==> config.mk <==
export PLATFORM = sky130hd
export DESIGN_NAME = timer_channel_ctrl_flat
export DESIGN_NICKNAME = d
export VERILOG_FILES = /design/src/rtl/timer_channel_ctrl_if.sv /design/src/rtl/timer_channel_ctrl.sv /design/src/flat_wrapper.sv
export SDC_FILE = /design/constraint.sdc
export NUM_CORES = 1
export LEC_CHECK = 0
export ABC_AREA = 1
export CAP_MARGIN = 20
export CELL_PAD_IN_SITES_DETAIL_PLACEMENT = 0
export CELL_PAD_IN_SITES_GLOBAL_PLACEMENT = 1
export CORE_UTILIZATION = 43
export DETAILED_ROUTE_END_ITERATION = 10
export DONT_BUFFER_PORTS = 1
export HOLD_SLACK_MARGIN = 0.12
export PLACE_DENSITY = 0.79
export SLEW_MARGIN = 5
export SYNTH_ARGS = -nofsm -noshare
export SYNTH_HDL_FRONTEND = slang
export SYNTH_SLANG_ARGS = --single-unit
==> constraint.sdc <==
create_clock -name clk -period 2.28 [get_ports clk]
set_input_delay 0.456 -clock clk [delete_from_list [all_inputs] [get_ports clk]]
set_output_delay 0.456 -clock clk [all_outputs]
set_load 0.02 [all_outputs]
==> src/rtl/timer_channel_ctrl_if.sv <==
// Register bus for the timer channel: TCR control input plus TCSR write/read port.
interface timer_channel_ctrl_if #(
  parameter int BIT_WIDTH = 8
);
  logic [BIT_WIDTH-1:0] tcr;
  logic [BIT_WIDTH-1:0] tcsr_wdata;
  logic                 tcsr_we;
  logic                 tcsr_rd;
  logic [BIT_WIDTH-1:0] tcsr_rdata;

  modport master (output tcr, tcsr_wdata, tcsr_we, tcsr_rd, input  tcsr_rdata);
  modport slave  (input  tcr, tcsr_wdata, tcsr_we, tcsr_rd, output tcsr_rdata);
endinterface

==> src/rtl/timer_channel_ctrl.sv <==
// Timer channel control: prescaler, clock source select, counter clear, TCSR flags,
// interrupt decode, TMO output logic and ADC trigger.
module timer_channel_ctrl #(
  parameter int BIT_WIDTH = 8
) (
  input  logic                clk,
  input  logic                rst_n,
  timer_channel_ctrl_if.slave bus,
  input  logic                tmci,
  input  logic                tmri,
  input  logic                cmp_a,
  input  logic                cmp_b,
  input  logic                ovf,
  output logic                count_en,
  output logic                counter_clear,
  output logic                cmia,
  output logic                cmib,
  output logic                ovi,
  output logic                tmo,
  output logic                adc_req
);

  logic       cmieb, cmiea, ovie;
  logic [1:0] cclr;
  logic [2:0] cks;

  assign {cmieb, cmiea, ovie, cclr, cks} = bus.tcr[7:0];

  function automatic logic apply_os(input logic [1:0] os, input logic cur);
    case (os)
      2'b01:   return 1'b0;
      2'b10:   return 1'b1;
      2'b11:   return ~cur;
      default: return cur;
    endcase
  endfunction

  logic [12:0] presc_p0;
  logic        tick8, tick64, tick8192;
  logic        tmci_p0, tmci_p1, tmci_p2;
  logic        tmri_p0, tmri_p1, tmri_p2;
  logic        ext_rise_p3, ext_fall_p3;
  logic        tmri_rise;
  logic        cnt_src, clr_src, tmo_nxt;

  logic [2:0]  flag, arm, flag_set, flag_clr;
  logic        adte;
  logic [1:0]  osb, osa;
  logic [7:0]  tcsr8;

  // Stage p0: free-running prescaler and first synchroniser flop
  always_ff @(posedge clk or negedge rst_n) begin
    if (!rst_n) begin
      presc_p0    <= '0;
      tmci_p0     <= 1'b0;
      tmci_p1     <= 1'b0;
      tmci_p2     <= 1'b0;
      tmri_p0     <= 1'b0;
      tmri_p1     <= 1'b0;
      tmri_p2     <= 1'b0;
      ext_rise_p3 <= 1'b0;
      ext_fall_p3 <= 1'b0;
    end else begin
      presc_p0    <= presc_p0 + 13'd1;
      tmci_p0     <= tmci;
      tmci_p1     <= tmci_p0;
      tmci_p2     <= tmci_p1;
      tmri_p0     <= tmri;
      tmri_p1     <= tmri_p0;
      tmri_p2     <= tmri_p1;
      // Stage p3: edges captured continuously so a CKS switch never sees stale history
      ext_rise_p3 <= tmci_p1 & ~tmci_p2;
      ext_fall_p3 <= ~tmci_p1 & tmci_p2;
    end
  end

  assign tick8     = (presc_p0[2:0] == 3'b111);
  assign tick64    = (presc_p0[5:0] == 6'h3f);
  assign tick8192  = &presc_p0;
  assign tmri_rise = tmri_p1 & ~tmri_p2;

  always_comb begin
    cnt_src = 1'b0;
    case (cks)
      3'b001:  cnt_src = tick8;
      3'b010:  cnt_src = tick64;
      3'b011:  cnt_src = tick8192;
      3'b100:  cnt_src = ext_rise_p3;
      3'b101:  cnt_src = ext_fall_p3;
      3'b110:  cnt_src = ext_rise_p3 | ext_fall_p3;
      default: cnt_src = 1'b0;
    endcase
  end

  always_comb begin
    clr_src = 1'b0;
    case (cclr)
      2'b01:   clr_src = cmp_a;
      2'b10:   clr_src = cmp_b;
      2'b11:   clr_src = tmri_rise;
      default: clr_src = 1'b0;
    endcase
  end

  // Compare B has the output when both match, unless its action is "hold"
  always_comb begin
    tmo_nxt = tmo;
    if (cmp_b && (osb != 2'b00)) tmo_nxt = apply_os(osb, tmo);
    else if (cmp_a)              tmo_nxt = apply_os(osa, tmo);
  end

  // Output stage: one-cycle pulses and TMO registered one cycle after their cause
  always_ff @(posedge clk or negedge rst_n) begin
    if (!rst_n) begin
      count_en      <= 1'b0;
      counter_clear <= 1'b0;
      adc_req       <= 1'b0;
      tmo           <= 1'b0;
    end else begin
      count_en      <= cnt_src;
      counter_clear <= clr_src;
      adc_req       <= cmp_a & adte;
      tmo           <= tmo_nxt;
    end
  end

  // Flag order: [2] CMFB, [1] CMFA, [0] OVF, matching TCSR bits 7:5
  assign flag_set = {cmp_b, cmp_a, ovf};
  assign flag_clr = {3{bus.tcsr_we}} & ~bus.tcsr_wdata[7:5] & arm;

  always_ff @(posedge clk or negedge rst_n) begin
    if (!rst_n) begin
      flag <= '0;
      arm  <= '0;
      adte <= 1'b0;
      osb  <= 2'b00;
      osa  <= 2'b00;
    end else begin
      for (int i = 0; i < 3; i++) begin
        if (flag_set[i]) begin
          flag[i] <= 1'b1;
          if (flag_clr[i])                arm[i] <= 1'b0;
          else if (bus.tcsr_rd && flag[i]) arm[i] <= 1'b1;
        end else if (flag_clr[i]) begin
          flag[i] <= 1'b0;
          arm[i]  <= 1'b0;
        end else if (bus.tcsr_rd && flag[i]) begin
          arm[i]  <= 1'b1;
        end
      end
      if (bus.tcsr_we) begin
        adte <= bus.tcsr_wdata[4];
        osb  <= bus.tcsr_wdata[3:2];
        osa  <= bus.tcsr_wdata[1:0];
      end
    end
  end

  assign tcsr8          = {flag[2], flag[1], flag[0], adte, osb, osa};
  assign bus.tcsr_rdata = BIT_WIDTH'(tcsr8);

  assign cmia = flag[1] & cmiea;
  assign cmib = flag[2] & cmieb;
  assign ovi  = flag[0] & ovie;

endmodule
==> src/flat_wrapper.sv <==
// flat-port wrapper written by rule: the top's interface ports become plain ports
module timer_channel_ctrl_flat 
#(
  parameter int BIT_WIDTH = 8
)
  (clk, rst_n, tmci, tmri, cmp_a, cmp_b, ovf, count_en, counter_clear, cmia, cmib, ovi, tmo, adc_req, bus_tcr, bus_tcsr_wdata, bus_tcsr_we, bus_tcsr_rd, bus_tcsr_rdata);
  timer_channel_ctrl_if #(.BIT_WIDTH(BIT_WIDTH)) bus_i ();
  input  logic clk;
  input  logic rst_n;
  input  logic tmci;
  input  logic tmri;
  input  logic cmp_a;
  input  logic cmp_b;
  input  logic ovf;
  output logic count_en;
  output logic counter_clear;
  output logic cmia;
  output logic cmib;
  output logic ovi;
  output logic tmo;
  output logic adc_req;
  input wire logic [$bits(bus_i.tcr)-1:0] bus_tcr;
  input wire logic [$bits(bus_i.tcsr_wdata)-1:0] bus_tcsr_wdata;
  input wire logic [$bits(bus_i.tcsr_we)-1:0] bus_tcsr_we;
  input wire logic [$bits(bus_i.tcsr_rd)-1:0] bus_tcsr_rd;
  output wire logic [$bits(bus_i.tcsr_rdata)-1:0] bus_tcsr_rdata;
  assign bus_i.tcr = bus_tcr;
  assign bus_i.tcsr_wdata = bus_tcsr_wdata;
  assign bus_i.tcsr_we = bus_tcsr_we;
  assign bus_i.tcsr_rd = bus_tcsr_rd;
  assign bus_tcsr_rdata = bus_i.tcsr_rdata;
  timer_channel_ctrl #(.BIT_WIDTH(BIT_WIDTH)) u_core (.clk(clk), .rst_n(rst_n), .bus(bus_i), .tmci(tmci), .tmri(tmri), .cmp_a(cmp_a), .cmp_b(cmp_b), .ovf(ovf), .count_en(count_en), .counter_clear(counter_clear), .cmia(cmia), .cmib(cmib), .ovi(ovi), .tmo(tmo), .adc_req(adc_req));
endmodule
==> impl_metrics.json, run 1 <==
{
  "pwr-share-seq_pct": 64.9,
  "period_minus_slack_ns": 1.55,
  "clkPwrFrac_pct": 27.2,
  "track_usage_pct": 16.0,
  "cts_buffers": 5,
  "worst_ep_required_time_ns": 1.82,
  "syn_area_mm2": 0.00155,
  "cp-end-kind": "output pin",
  "initial_core_util_pct": 45.8,
  "use_met1_pct": 18.5,
  "clkLatencyLatePin_ns": 0.33,
  "powerDensity_mw_per_mm2": 660,
  "max_slew_margin_pct": 80.7,
  "hp-class": "in2reg",
  "critPathMaxFanout": 4,
  "grt-busiest-layer": "met2",
  "run_status": "complete, no violations",
  "grt_pass1_vias": 1015,
  "sw_frac_of_total_pct": 26.6,
  "drt_iter0_markers": 36,
  "fp.dieArea_mm2": 0.00386,
  "met3_usage_pct": 5.18,
  "antennaDiodeCount": 0,
  "netlist_instances": 168,
  "power.internal_w": 0.000823,
  "hpwl_um": 1830,
  "period_share_pct": 68.0,
  "root_buffer": "clkbuf_4",
  "rr_startpoint": "u_core.osa[0]",
  "fmax_mhz": 645,
  "ys_types": 22,
  "finalWirelength_um": 2450,
  "setup_violations": 0,
  "drive_gt1_share_pct": 10.7,
  "cts_tree": "built",
  "max_cap_violations": 0,
  "io_pins": 40,
  "antenna_left": 0,
  "p_comb_share_pct": 7.9,
  "setup.worst_path.start": "u_core.flag[2]",
  "finalHoldViolations": 0,
  "clockBufferDepth": 2,
  "path_class": "reg2out",
  "grt_use_met2_pct": 25.8,
  "place.gp.congestion": 0.793,
  "grt_max_degree": 37,
  "rsz0062_at_grt": "no",
  "reg2reg_depth": 5,
  "die_w_um": 62.1,
  "worst_pin_slew_ns": 0.286,
  "yosys_warnings": 0,
  "critPathLaunchType": "register",
  "finalMaxSlewViolations": 0,
  "via_per_inst": 4.75,
  "rows": 21,
  "setup_ws_ns": 0.730,
  "arrival_ns": 1.09,
  "routedWlPerCell_um": 10.9,
  "dr_total_vias": 1064,
  "firstDrtPassIters": 4,
  "clkSinkCount": 36,
  "grt-ovfl-total": 0,
  "p_leak_nw": 0.852,
  "synth-seq-cells": 36,
  "r2r_setup_slack_ns": 0.97,
  "endpoint": "cmib",
  "antenna_found_initial": 0,
  "core-area_mm2": 0.00339,
  "yosysSeqAreaShare_pct": 58.0,
  "synth.avg_cell_area_um2": 9.24,
  "fin_tns_setup_ns": 0,
  "fin_nets": 207,
  "cts_max_level": 2,
  "die_h_um": 62.1,
  "area_delta_synth_final_pct": 9.43,
  "switching_power_w": 0.000298,
  "worst_clock_skew_ns": 0.00842,
  "port_buffers": 0,
  "synthesis.nets": 197,
  "post-cts-setup-buffers": 0,
  "r2r_end": "u_core.tmo",
  "peakVddDrop_v": 0.000413,
  "grt_pass1_wl_um": 4250,
  "dp_slack_ns": 0.976,
  "drc_errors": 0,
  "clk_pin_slew_ns": 0.10
}
-- worst min path at each step --
stage	from	end	slack, ns	depth (start not counted)
after floorplan	rst_n	u_core.adc_req	0.16	0
after global placement	rst_n	u_core.presc_p0[9]	0.16	0
after detailed placement	rst_n	u_core.counter_clear	0.16	0
after CTS	tmci	u_core.tmci_p0	0.13	0
after global routing	ovf	u_core.flag[0]	0.18	1
final	ovf	u_core.flag[0]	0.21	1
-- layout by cell type, fill, tap and decap left out, types with 2 or more instances in the layout --
master,netlist,routed
nand2_1,53,53
inv_1,17,17
nand2_2,4,4
a21oi_1,3,3
nand3_1,9,9
xnor2_1,6,6
dfrtp_1,36,36
dlygate4sd3_1,0,3
clkbuf_4,0,5
nor2_1,13,13
ha_1,4,4
o21ai_0,4,4
nor2_2,5,5
nor3_1,2,2
xor2_1,3,3
-- through the flow --
stage	total power (W)	cell area [µm²]	utilization, %	std cells	hold WS (ns)
after floorplan	0.000797	1550	-	168	0.160
after global placement	0.000807	1600	47.3	213	0.161
after detailed placement	0.000812	1600	47.3	213	0.161
after CTS	0.00114	1680	49.5	222	0.126
after global routing	0.00120	1700	50.1	224	0.179
final	0.00112	1700	50.1	224	0.210
-- power by group through the flow --
stage / Sequential (W) / Combinational, W / Clock, W
global route: 0.000733 / 0.000106 / 0.000360
finish: 0.000728 / 0.0000890 / 0.000305
global placement: 0.000740 / 0.0000676 / 0
floorplan: 0.000731 / 0.0000664 / 0
detailed placement: 0.000741 / 0.0000706 / 0
CTS: 0.000729 / 0.0000890 / 0.000322
-- kinds of logic (layout without fill, tap and decap cells) --
kind of cell    after synthesis  in the layout  share of synthesized area [%]
compound gates                9              9                           3.06
xor+xnor                      9              9                           5.08
fa+ha+maj                     4              4                           3.22
buf+inv                      19             29                           4.83
flops                        36             36                           58.0
simple gates                 91             91                           25.8
-- Yosys cell counts --
cell type | n | share of area (%)
a21o_1 | 1 | 0.48
a21oi_1 | 3 | 0.97
buf_4 | 1 | 0.48
dfrtp_1 | 36 | 58
ha_1 | 4 | 3.2
inv_1 | 17 | 4.1
inv_2 | 1 | 0.24
nand2_1 | 53 | 13
nand2_2 | 4 | 1.6
nand2b_1 | 1 | 0.40
nand3_1 | 9 | 2.9
nand3_2 | 1 | 0.64
nand3b_1 | 1 | 0.48
nand4_1 | 1 | 0.40
nor2_1 | 13 | 3.1
nor2_2 | 5 | 2.0
nor2_4 | 1 | 0.73
nor3_1 | 2 | 0.64
o21ai_0 | 4 | 1.3
o21ai_1 | 1 | 0.32
xnor2_1 | 6 | 3.4
xor2_1 | 3 | 1.7
-- critical path, cell delays in order (launching register included) --
cell     delay [ns]
dfrtp_1        0.52
nand2_1        0.08
inv_1          0.16
-- routing by layer --
metal | wire, µm | part of all wire, %
met3 | 119 | 4.9
met1 | 1050 | 43
met4 | 53 | 2.2
met5 | 0 | 0
met2 | 1220 | 50
-- area by class of cell --
cell class	count	area (µm²)
inverters	18	67.6
multi-input cells	113	577
clock inverters	1	5.00
clock buffers	6	41.3
flip-flops and latches	36	901
well taps	46	57.6
repair buffers	4	50.0
fillers	313	1690
-- timing repair --
| item | CTS | global route |
|---|---|---|
| hold buffers | 2 | 2 |
| gates resized for setup | 0 | 0 |
| endpoints found under the hold margin | 36 | 2 |
-- state kept, by name, indices dropped and copies added (netlist names) --
register / count
u_core.counter_clear: 1
u_core.osb: 2
u_core.ext_rise_p3: 1
u_core.tmri_p2: 1
u_core.count_en: 1
u_core.tmri_p1: 1
u_core.tmci_p2: 1
u_core.osa: 2
u_core.flag: 3
u_core.ext_fall_p3: 1
u_core.tmo: 1
u_core.tmci_p1: 1
u_core.tmri_p0: 1
u_core.presc_p0: 13
u_core.adte: 1
u_core.arm: 3
u_core.tmci_p0: 1
u_core.adc_req: 1
No activity file was read; power rests on OpenSTA's default activity.
==> inputs of run 2 (changes only) <==
--- a/config.mk
+++ b/config.mk
@@ -9,7 +9,7 @@
 export CAP_MARGIN = 20
 export CELL_PAD_IN_SITES_DETAIL_PLACEMENT = 0
 export CELL_PAD_IN_SITES_GLOBAL_PLACEMENT = 1
-export CORE_UTILIZATION = 43
+export CORE_UTILIZATION = 41
 export DETAILED_ROUTE_END_ITERATION = 10
 export DONT_BUFFER_PORTS = 1
 export HOLD_SLACK_MARGIN = 0.12
==> constraint.sdc (replaced) <==
create_clock -name clk -period 1.2 [get_ports clk]
set_input_delay 0.24 -clock clk [delete_from_list [all_inputs] [get_ports clk]]
set_output_delay 0.24 -clock clk [all_outputs]
set_load 0.02 [all_outputs]
==> run 2 against run 1 <==
Power grew 120%. Sequential share of layout area shrank 6.1 points. Largest cell class unchanged. Die area rose by 4.7%. Critical endpoint is now u_core.tmo. Flip-flop and latch count stayed put. Global-route usage down 0.26 points. Routed wire length is 17% higher. Clock skew is 0.0049 ns lower.
==> impl_metrics.json, run 2 (synthesized netlist as in run 1, its figures left out) <==
{
  "run_status": "complete, no violations",
  "powerDensity_mw_per_mm2": 1310,
  "drt_iter0_markers": 41,
  "io_pins": 40,
  "r2r_setup_slack_ns": 0.005,
  "design_area_mm2": 0.00192,
  "multi_input_area_um2": 583,
  "fin_nets": 226,
  "cts_buffers": 5,
  "setup_violations": 0,
  "hp-class": "in2reg",
  "hold_path_depth": 2,
  "worst_ep_required_time_ns": 1.38,
  "hold-worst-slack_ns": 0.136,
  "cp-end-kind": "register",
  "crit_chain": "inv_1 -> ha_1 -> a21oi_2 -> nand3b_1 -> nand2_1",
  "finalWirelength_um": 2860,
  "largestRegisters": "u_core.presc_p0: 13 flops, u_core.arm: 3 flops, u_core.flag: 3 flops",
  "path_class": "reg2reg",
  "antenna_left": 0,
  "regArea_um2": 902,
  "dpl_cell_area_mm2": 0.00166,
  "critPathMaxFanout": 3,
  "port_buffers": 0,
  "hold_path_startpoint": "cmp_a",
  "initial_core_util_pct": 44.8,
  "finalMaxSlewViolations": 0,
  "worst_clock_skew_ns": 0.00357,
  "via_per_inst": 4.71,
  "die_h_um": 63.5,
  "max_cap_violations": 0,
  "antennaDiodeCount": 0,
  "p_leak_nw": 0.957,
  "peakVddDrop_v": 0.000752,
  "max_slew_margin_pct": 74.9,
  "clkSinkCount": 36,
  "antenna_found_initial": 0,
  "fmax_mhz": 837,
  "finalHoldViolations": 0,
  "reg2reg_depth": 5,
  "core-area_mm2": 0.00347,
  "grt-ovfl-total": 0,
  "clockBufferDepth": 2,
  "routedWlPerCell_um": 11.7,
  "max_stage_delay_ns": 0.42,
  "drive_gt1_share_pct": 16.2,
  "grt_pass1_wl_um": 4740,
  "grt_max_degree": 37,
  "cts_max_level": 2,
  "setup.worst_path.start": "u_core.osa[0]",
  "track_usage_pct": 15.7,
  "fp.dieArea_mm2": 0.00404,
  "fillCellCount": 330,
  "firstDrtPassIters": 4,
  "rsz0062_at_grt": "yes",
  "r2r_end": "u_core.tmo",
  "rr_startpoint": "u_core.osa[0]",
  "regMostFlops": "u_core.presc_p0",
  "hold_path_end": "u_core.counter_clear",
  "cts_tree": "built",
  "arrival_ns": 1.37,
  "worst_pin_slew_ns": 0.373,
  "post-cts-setup-buffers": 0,
  "worst-path-buf-inv": 1,
  "dr_total_vias": 1149,
  "clkLatencyLatePin_ns": 0.28,
  "area_delta_synth_final_pct": 23.9,
  "hpwl_um": 1960,
  "clk_pin_slew_ns": 0.07,
  "critPathLaunchType": "register",
  "final_common_cell": "nand2_1",
  "critPathSlowestCell": "dfrtp_2",
  "final_cell_mix": "nand2_1 (53), dfrtp_1 (35), inv_1 (17)",
  "die_w_um": 63.5,
  "period_minus_slack_ns": 1.19,
  "largest_reg_flops": 13,
  "grt_pass1_vias": 1154,
  "rows": 21,
  "root_buffer": "clkbuf_8",
  "place.gp.congestion": 0.712,
  "crit_family": "flip-flops",
  "drc_errors": 0,
  "period_share_pct": 99.5
}
[run 2: final cells by class]
cell class                 instances  area share, %
timing repair buffer              23           11.5
sequential                        36           46.9
tap                               46           2.99
clock buffer                       6           4.29
clock inverter                     2          0.520
inverter                          18           3.51
multi-input combinational        113           30.3
[run 2: what timing repair did]
item / in CTS / in global routing
hold buffers: 15 / 0
hold endpoints to repair: 51 / 0
endpoints found under the setup margin: 0 / 3
resized for setup: 0 / 2
[run 2: routing by layer]
metal	vias to the layer above	GRT usage (%)	wire, µm	part of all wire, %
li1	579	-	-	-
met1	529	16.0	1130	39
met2	32	27.9	1490	52
met3	9	5.62	175	6.1
met4	0	7.95	61	2.1
met5	-	0	0	0
[run 2: worst max path at each step]
stage               depth (start not counted)               to
CTS                                         5       u_core.tmo
floorplan                                   4       u_core.tmo
finish                                      5       u_core.tmo
global placement                            6  u_core.count_en
detailed placement                          5       u_core.tmo
global route                                5       u_core.tmo
[run 2: power by group]
group | internal [W] | leakage (nW) | switching [W]
combinational | 0.000129 | 0.471 | 0.000176
sequential | 0.00128 | 0.434 | 0.0000550
clock | 0.000458 | 0.0510 | 0.000413
[run 2: metrics by stage]
step                      power, W  utilization, %  setup WS [ns]  instances  TNS (ns)
final                      0.00251            55.4        0.00545        244         0
after global routing       0.00264            55.4        -0.0354        244   -0.0354
after CTS                  0.00255            55.3         0.0210        244         0
after detailed placement   0.00159            48.0         0.0416        221         0
after global placement     0.00158            48.0         0.0895        221         0
after floorplan            0.00152               -         0.0356        168         0
==> inputs of run 3 (changes only) <==
--- a/config.mk
+++ b/config.mk
@@ -9,7 +9,7 @@
 export CAP_MARGIN = 20
 export CELL_PAD_IN_SITES_DETAIL_PLACEMENT = 0
 export CELL_PAD_IN_SITES_GLOBAL_PLACEMENT = 1
-export CORE_UTILIZATION = 41
+export CORE_UTILIZATION = 43
 export DETAILED_ROUTE_END_ITERATION = 10
 export DONT_BUFFER_PORTS = 1
 export HOLD_SLACK_MARGIN = 0.12
==> constraint.sdc (replaced) <==
create_clock -name clk -period 1.5 [get_ports clk]
set_input_delay 0.3 -clock clk [delete_from_list [all_inputs] [get_ports clk]]
set_output_delay 0.3 -clock clk [all_outputs]
set_load 0.02 [all_outputs]
==> run 3 against run 2 <==
Critical path depth down 1. Clock skew up 0.0070 ns. Clock-buffer cell count up 1. Non-clock buffer count down 8. Worst setup slack better by 0.088 ns. Flip-flop and latch count unchanged. Die area down 4.5%. First-iteration DRC count down 2.4%. Worst hold slack better by 0.0045 ns. Cell area down 4.9%. Sequential power down 17%. Power down 27%. Critical path type is now in2reg. Largest cell class unchanged. Highest routed layer unchanged.
==> impl_metrics.json, run 3 (synthesized netlist as in run 1, its figures left out) <==
{
  "peakVddDrop_v": 0.000709,
  "run_status": "complete, no violations",
  "grt_max_degree": 37,
  "core-area_mm2": 0.00339,
  "cp-end-kind": "register",
  "fin_tns_setup_ns": 0,
  "fillCellCount": 304,
  "powerDensity_mw_per_mm2": 1010,
  "port_buffers": 0,
  "clk_pin_slew_ns": 0.10,
  "clockBufferDepth": 2,
  "p_leak_nw": 0.908,
  "clkLatencyLatePin_ns": 0.33,
  "multi_input_area_um2": 577,
  "dr_total_vias": 1119,
  "hpwl_um": 1800,
  "io_pins": 40,
  "cts_buffers": 5,
  "power.total_w": 0.00184,
  "die_h_um": 62.1,
  "regMostFlops": "u_core.presc_p0",
  "period_share_pct": 93.8,
  "setup_violations": 0,
  "hp-class": "in2reg",
  "fp.dieArea_mm2": 0.00386,
  "max_cap_violations": 0,
  "root_buffer": "clkbuf_4",
  "antenna_left": 0,
  "firstDrtPassIters": 4,
  "max_slew_margin_pct": 80.3,
  "critPathMaxFanout": 6,
  "critPathLaunchType": "input pin",
  "final_common_cell": "nand2_1",
  "finalHoldViolations": 0,
  "grt_pass1_wl_um": 4350,
  "drive_gt1_share_pct": 10.6,
  "path_class": "in2reg",
  "fmax_mhz": 711,
  "finalWirelength_um": 2590,
  "fin_nets": 218,
  "die_w_um": 62.1,
  "worst_clock_skew_ns": 0.0106,
  "arrival_ns": 1.63,
  "drc_errors": 0,
  "clkSinkCount": 36,
  "track_usage_pct": 16.3,
  "period_minus_slack_ns": 1.41,
  "final_cell_mix": "nand2_1 (53), dfrtp_1 (36), inv_1 (17)",
  "worst_ep_required_time_ns": 1.73,
  "cts_tree": "built",
  "regArea_um2": 901,
  "worst_pin_slew_ns": 0.292,
  "initial_core_util_pct": 45.8,
  "antennaDiodeCount": 0,
  "routedWlPerCell_um": 11.0,
  "via_per_inst": 4.76,
  "place.gp.congestion": 0.787,
  "drt_iter0_markers": 40,
  "grt-ovfl-total": 0,
  "finalMaxSlewViolations": 0,
  "largestRegisters": "u_core.presc_p0: 13 flops, u_core.arm: 3 flops, u_core.flag: 3 flops",
  "rows": 21,
  "antenna_found_initial": 0,
  "grt_pass1_vias": 1081,
  "rsz0062_at_grt": "no",
  "cts_max_level": 2,
  "post-cts-setup-buffers": 0,
  "area_delta_synth_final_pct": 17.7,
  "largest_reg_flops": 13
}
## run 3: area by class of cell
cell class              count  area share (%)
flip-flops and latches     36            49.3
multi-input cells         113            31.6
repair buffers             15            8.76
inverters                  18            3.70
clock buffers               7            3.56
well taps                  46            3.15
## run 3: path summary, 6_finish.rpt
path                                startpoint             endpoint  slack [ns]  depth (start not counted)
worst max-delay path               bus_tcsr_we        u_core.osa[0]        0.09                          4
worst min-delay path               bus_tcsr_we        u_core.osb[1]        0.14                          3
worst max register to register   u_core.osa[0]        u_core.osa[0]        0.16                          3
worst min register to register  u_core.tmri_p0       u_core.tmri_p1        0.36                          0
max in group asynchronous                rst_n       u_core.tmri_p2        0.90                          2
min in group asynchronous                rst_n  u_core.presc_p0[10]        0.41                          2
## run 3: what timing repair did
item,CTS,global route
hold endpoints to repair,52,0
resized for setup,0,0
hold buffers,15,0
## run 3: per-layer routing
metal / GRT usage (%) / vias to the layer above / part of all wire, %
li1: - / 563 / -
met1: 19.4 / 520 / 44
met2: 26.3 / 30 / 50
met3: 4.55 / 6 / 4.4
met4: 9.52 / 0 / 2.0
met5: 0 / - / 0
## run 3: worst max-delay path, stage by stage
cell and delay (ns):
dlygate4sd3_1 0.63, nand2_1 0.08, o21ai_0 0.07, dlygate4sd3_1 0.55
## run 3: power breakdown
group          internal, W  switching, W
clock network     0.000266      0.000301
registers          0.00102     0.0000823
logic            0.0000740     0.0000907
total              0.00136      0.000474
## run 3: metrics by stage
| stage | instance area, µm² | hold slack, ns | setup slack, ns | util (%) | std cells |
|---|---|---|---|---|---|
| 2_1_floorplan | 1550 | 0.00441 | 0.278 | - | 168 |
| 3_3_place_gp | 1600 | 0.00530 | 0.238 | 47.3 | 213 |
| 3_5_place_dp | 1600 | 0.00541 | 0.175 | 47.3 | 213 |
| 4_1_cts | 1830 | 0.122 | 0.0740 | 53.9 | 235 |
| 5_1_grt | 1830 | 0.138 | 0.0342 | 53.9 | 235 |
| 6_report | 1830 | 0.140 | 0.0934 | 53.9 | 235 |
==> variant 1 (config.mk and constraints of run 2) <==
Register the inputs `tmci`, `tmri`, `cmp_a`, `cmp_b` and `ovf` before use, without a reset. The logic sees them one clock later. The other inputs are not delayed to match.
--- a/src/rtl/timer_channel_ctrl.sv
+++ b/src/rtl/timer_channel_ctrl.sv
@@ -21,2 +21,16 @@
 );
+
+  logic tmci_q;
+  logic tmri_q;
+  logic cmp_a_q;
+  logic cmp_b_q;
+  logic ovf_q;
+
+  always_ff @(posedge clk) begin
+    tmci_q  <= tmci;
+    tmri_q  <= tmri;
+    cmp_a_q <= cmp_a;
+    cmp_b_q <= cmp_b;
+    ovf_q   <= ovf;
+  end
 
@@ -64,6 +78,6 @@
       presc_p0    <= presc_p0 + 13'd1;
-      tmci_p0     <= tmci;
+      tmci_p0     <= tmci_q;
       tmci_p1     <= tmci_p0;
       tmci_p2     <= tmci_p1;
-      tmri_p0     <= tmri;
+      tmri_p0     <= tmri_q;
       tmri_p1     <= tmri_p0;
@@ -97,4 +111,4 @@
     case (cclr)
-      2'b01:   clr_src = cmp_a;
-      2'b10:   clr_src = cmp_b;
+      2'b01:   clr_src = cmp_a_q;
+      2'b10:   clr_src = cmp_b_q;
       2'b11:   clr_src = tmri_rise;
@@ -107,4 +121,4 @@
     tmo_nxt = tmo;
-    if (cmp_b && (osb != 2'b00)) tmo_nxt = apply_os(osb, tmo);
-    else if (cmp_a)              tmo_nxt = apply_os(osa, tmo);
+    if (cmp_b_q && (osb != 2'b00)) tmo_nxt = apply_os(osb, tmo);
+    else if (cmp_a_q)              tmo_nxt = apply_os(osa, tmo);
   end
@@ -121,3 +135,3 @@
       counter_clear <= clr_src;
-      adc_req       <= cmp_a & adte;
+      adc_req       <= cmp_a_q & adte;
       tmo           <= tmo_nxt;
@@ -127,3 +141,3 @@
   // Flag order: [2] CMFB, [1] CMFA, [0] OVF, matching TCSR bits 7:5
-  assign flag_set = {cmp_b, cmp_a, ovf};
+  assign flag_set = {cmp_b_q, cmp_a_q, ovf_q};
   assign flag_clr = {3{bus.tcsr_we}} & ~bus.tcsr_wdata[7:5] & arm;
Formal check against the unedited RTL: not equivalent (a bounded check fails within 4 cycles, from zero or initial values and one cycle with rst_n low).
==> variant 1 against run 2 <==
Clock power is 25% higher. Sequential cell count grew 5. Die area is 7.2% higher. Global-route usage grew 0.091 points. Wire length grew 4.0%. Highest routed layer is now met3. Fmax fell by 6.0%. Worst setup slack got worse by 76 ps. Power up 18%. The run now ends with setup timing left. Area after synthesis increased by 7.4%. Critical endpoint unchanged. Critical path depth is 1 higher. Hold slack lost 4.2 ps. Synthesized cell count rose by 3.0%. Cell area increased by 8.7%.
==> variant 1: results (changes against run 2) <==
| Metric | Value |
|---|---|
| Hold WC Path Type | in -> reg |
| Status | finished, violations left |
| Iter 0 DRT Violations | 28 (-32%) |
| Syn nets | 203 (+3.0%) |
| Fill cells | 333 (+0.91%) |
| Share of cells above drive strength 1 | 18.2% (+2.1 points) |
| Antenna diodes | 0 (unchanged) |
| Max-slew headroom | 77.2% (+2.3 points) |
| Final clock skew | 5.58 ps (+2.01 ps) |
| Sequential share of the synthesized area | 60.0% (+2.0 points) |
| Crit-path max cell delay | 430 ps |
| Final Net Count | 232 (+2.7%) |
| Final worst slack | -70.7 ps (-76.2 ps) |
| NetSw | 0.000726 W (+13%) |
| Worst-Skew Late Latency | 290 ps |
| Final HPWL DP | 2090 µm (+6.4%) |
| TNS Setup | -97.4 ps (-97.4 ps) |
| CP arrival | 1480 ps (+110 ps) |
| Gp weighted congestion | 0.791 (+11%) |
| Synth warn | 0 (unchanged) |
| Final setup fails | 2 (+2) |
| Violated checks | setup timing |
| Synth top cells by count | nand2_1, dfrtp_1, inv_1, nor2_1, nand3_1 |
| Worst vdd ir | 0.809 mV (+7.5%) |
| Total Routing Usage GR | 15.8% (+0.091 points) |
| Synth unique cells | 21 (-4.5%) |
| Leak | 1.01 nW (+5.3%) |
| H-tree levels | 2 (unchanged) |
| Top Registers | u_core.presc_p0: 13 flops, u_core.arm: 3 flops, u_core.flag: 3 flops |
| DR pass1 iterations | 4 (unchanged) |
| Reg clk slew, reported paths | 80 ps |
| R2r startpoint | u_core.osb[0] |
| Kind of critical path | reg -> reg |
| Vias in the first global route | 1208 (+4.7%) |
| First-pass GRT wire length | 5110 µm (+7.7%) |
| Synth area leaders | dfrtp_1, nand2_1, dfxtp_1 |
| Critical path's slowest cell | dfrtp_2 |
| Final wirelength | 2970 µm (+4.0%) |
| Worst R2R Path Depth | 6 (+1) |
| Asr flop ratio synth | 87.8% (-12 points) |
| Root buffer cell | clkbuf_8 |
| CP max FO | 3 (unchanged) |
| Crit path to | u_core.tmo |
| Via density | 4.67 (-0.93%) |
## variant 1: worst min path at each step
stage	from	to	slack, ps	cells after the start
after floorplan	rst_n	u_core.adc_req	-60	0
after global placement	rst_n	u_core.presc_p0[9]	-50	0
after detailed placement	rst_n	u_core.presc_p0[9]	-50	0
after CTS	bus_tcr[4]	u_core.counter_clear	120	2
after global routing	bus_tcr[4]	u_core.counter_clear	130	2
final	bus_tcr[4]	u_core.counter_clear	130	2
## variant 1: cell type report
| class | instances | area share [%] |
|---|---|---|
| tap | 48 | 2.87 |
| timing repair buffer | 24 | 11.0 |
| inverter | 19 | 3.41 |
| sequential | 41 | 48.0 |
| clock inverter | 2 | 1.86 |
| clock buffer | 6 | 3.47 |
| multi-input combinational | 111 | 29.4 |
## variant 1: logic make-up after synthesis
kind of cell / count (synthesis) / synth area share [%]
simple gates: 85 / 22.4
flops: 41 / 60.0
buf+inv: 21 / 5.18
compound gates: 12 / 3.90
xor+xnor: 9 / 4.73
fa+ha+maj: 5 / 3.75
## variant 1: power groups by stage
stage	logic [W]	clock network [W]	registers, W
global placement	0.000220	0	0.00157
CTS	0.000321	0.00111	0.00155
detailed placement	0.000233	0	0.00157
floorplan	0.000151	0	0.00158
global route	0.000361	0.00117	0.00156
finish	0.000322	0.00109	0.00155
## variant 1: timing repair
item                                    in CTS  in global routing
resized for setup                            2                  4
buffers inserted                             2                  0
pin swaps                                    1                  3
gates cloned                                 0                  0
hold endpoints to repair                    49                  0
endpoints found under the setup margin       1                  6
hold buffers                                14                  0
## variant 1: metal layers
metal  global-route usage [%]  vias up  part of all wire [%]
met5                        0        -                     0
met4                     2.99        0                     0
met3                     6.55        0                   6.5
met2                     27.0       38                    49
met1                     18.5      540                    45
li1                         -      593                     -
## variant 1: through the flow
step                power (W)  cells  hold WS, ps  setup slack [ps]  instance area [µm²]
floorplan             0.00173    173        -55.6             -76.6                 1670
global placement      0.00179    227        -54.3             -19.2                 1780
detailed placement    0.00181    227        -54.3             -96.8                 1780
CTS                   0.00298    251          125             -48.1                 2070
global route          0.00309    251          132              -151                 2090
finish                0.00296    251          131             -70.7                 2090
==> variant 2 (settings of run 2) <==
Made on the original files. `BIT_WIDTH` is set to 8 in 3 places; all go to 9.
--- a/src/rtl/timer_channel_ctrl_if.sv
+++ b/src/rtl/timer_channel_ctrl_if.sv
@@ -2,3 +2,3 @@
 interface timer_channel_ctrl_if #(
-  parameter int BIT_WIDTH = 8
+  parameter int BIT_WIDTH = 9
 );
--- a/src/rtl/timer_channel_ctrl.sv
+++ b/src/rtl/timer_channel_ctrl.sv
@@ -3,3 +3,3 @@
 module timer_channel_ctrl #(
-  parameter int BIT_WIDTH = 8
+  parameter int BIT_WIDTH = 9
 ) (
--- a/src/flat_wrapper.sv
+++ b/src/flat_wrapper.sv
@@ -3,3 +3,3 @@
 #(
-  parameter int BIT_WIDTH = 8
+  parameter int BIT_WIDTH = 9
 )
Ports: changed (resized bus_tcr, bus_tcsr_rdata and bus_tcsr_wdata); port bits go from 40 to 43. No check against the original RTL was run, so the function may have changed too.
==> variant 2 against run 2 <==
Worst setup slack gained 45 ps. Sequential cell count unchanged. Power increased by 0.68%. Area after synthesis grew 0.73%. Sequential share of layout area is 0.95 points lower. Cell area grew 2.2%. Wire length fell by 2.3%. Core utilization decreased by 1.8 points.
==> variant 2: results (changes against run 2) <==
| Metric | Value |
|---|---|
| Status | complete, no violations |
| CTS hold repair buffers | 14 (-1) |
| Min Tclk post-route | 1150 ps (-44.6 ps) |
| Syn nets | 201 (+2.0%) |
| R2r startpoint | u_core.presc_p0[0] |
| Hold WC Path Type | in -> reg |
| Dpl cells | 223 (+0.90%) |
| Post-synthesis compound-gate area fraction | 3.04% (-0.022 points) |
| Final clock skew | 2.33 ps (-1.24 ps) |
| Leak | 0.951 nW (-0.53%) |
| Post-CTS Resized | 0 (unchanged) |
| HP Start | bus_tcr[4] |
| Gp weighted congestion | 0.737 (+3.6%) |
| Synth top cells by count | nand2_1, dfrtp_1, inv_1, nor2_1, nand3_1 |
| Post-Synth Adder-Cell Area | 3.20% (-0.023 points) |
| Iter 0 DRT Violations | 23 (-44%) |
| Vias in the first global route | 1196 (+3.6%) |
| Fin cells | 246 (+0.82%) |
| Sequential share of the synthesized area | 57.6% (-0.42 points) |
| Worst vdd ir | 0.940 mV (+25%) |
| Post-DP Area | 1660 µm² (about the same) |
| Synth unique cells | 23 (+4.5%) |
| Commonest register cell after synthesis | dfrtp_1 |
| Fill cells | 334 (+1.2%) |
| Final HPWL DP | 1910 µm (-3.0%) |
| CP arrival | 1320 ps (-50 ps) |
| Reg2reg end | u_core.presc_p0[10] |
| Synth warn | 0 (unchanged) |
| Kind of critical path | reg -> reg |
| Share of cells above drive strength 1 | 18.7% (+2.5 points) |
| Syn Inst Count | 170 (+1.2%) |
| DP Worst Slack | 25.7 ps (-15.9 ps) |
| Final Net Count | 228 (+0.88%) |
| Via density | 4.77 (+1.3%) |
| Top cell type's share of synthesized area | 57.6% (-0.42 points) |
| Root buffer cell | clkbuf_8 |
| Synth Area in XOR/XNOR | 5.04% (-0.037 points) |
| Post-DR wirelength/cell | 11.3 µm (-3.1%) |
| Total Routing Usage GR | 16.3% (+0.59 points) |
| Asr flop ratio synth | 100% (unchanged) |
| H-tree levels | 2 (unchanged) |
| Synth area leaders | dfrtp_1, nand2_1, inv_1 |
| First-pass GRT wire length | 5020 µm (+6.0%) |
| Reg-to-reg slack, setup | 50 ps (+40 ps) |
==> variant 2: cell types whose count changed after synthesis <==
cell / run 2 / this run
conb_1: 0 / 1
buf_4: 1 / 2
==> variant 2: logic make-up after synthesis <==
| logic type | after synthesis |
|---|---|
| compound gates | 9 |
| xor+xnor | 9 |
| flops | 36 |
| simple gates | 91 |
| buf+inv | 20 |
| fa+ha+maj | 4 |
| other cells | 1 |
==> variant 2: how the worst max path moves through the flow <==
stage | end
after global routing | u_core.count_en
after detailed placement | u_core.count_en
after CTS | u_core.count_en
after global placement | u_core.tmo
after floorplan | u_core.tmo
final | u_core.presc_p0[10]
==> variant 2: cell type report <==
type	instances	area (µm²)	share of cell area, %
clock buffers	8	90.1	4.58
multi-input cells	114	634	32.3
repair buffers	22	210	10.7
well taps	48	60.1	3.06
inverters	18	67.6	3.44
flip-flops and latches	36	903	46.0
==> variant 2: routing by layer <==
metal / wire length (µm) / up-vias / part of all wire [%] / track usage (%)
li1: - / 572 / - / -
met1: 1100 / 564 / 39 / 17.8
met2: 1470 / 34 / 53 / 28.5
met3: 189 / 4 / 6.8 / 6.25
met4: 35 / 0 / 1.3 / 5.97
met5: 0 / - / 0 / 0
==> variant 2: through the flow <==
step | hold WS [ps] | utilization (%)
2_1_floorplan | -55.6 | -
3_3_place_gp | -54.7 | 45.4
3_5_place_dp | -54.7 | 45.4
4_1_cts | 126 | 52.0
5_1_grt | 150 | 53.7
6_report | 130 | 53.7
==> variant 2: critical path, cell delays in order, from the launching register on <==
cell and delay (ps):
dfrtp_1 360, ha_2 210, nand3_2 120, nor2_4 160, nand2_2 70, xnor2_1 120
==> variant 2: power breakdown <==
group / internal [W] / total [W] / switching [W]
registers: 0.00128 / 0.00136 / 0.0000731
clock network: 0.000468 / 0.000879 / 0.000411
logic: 0.000131 / 0.000296 / 0.000165
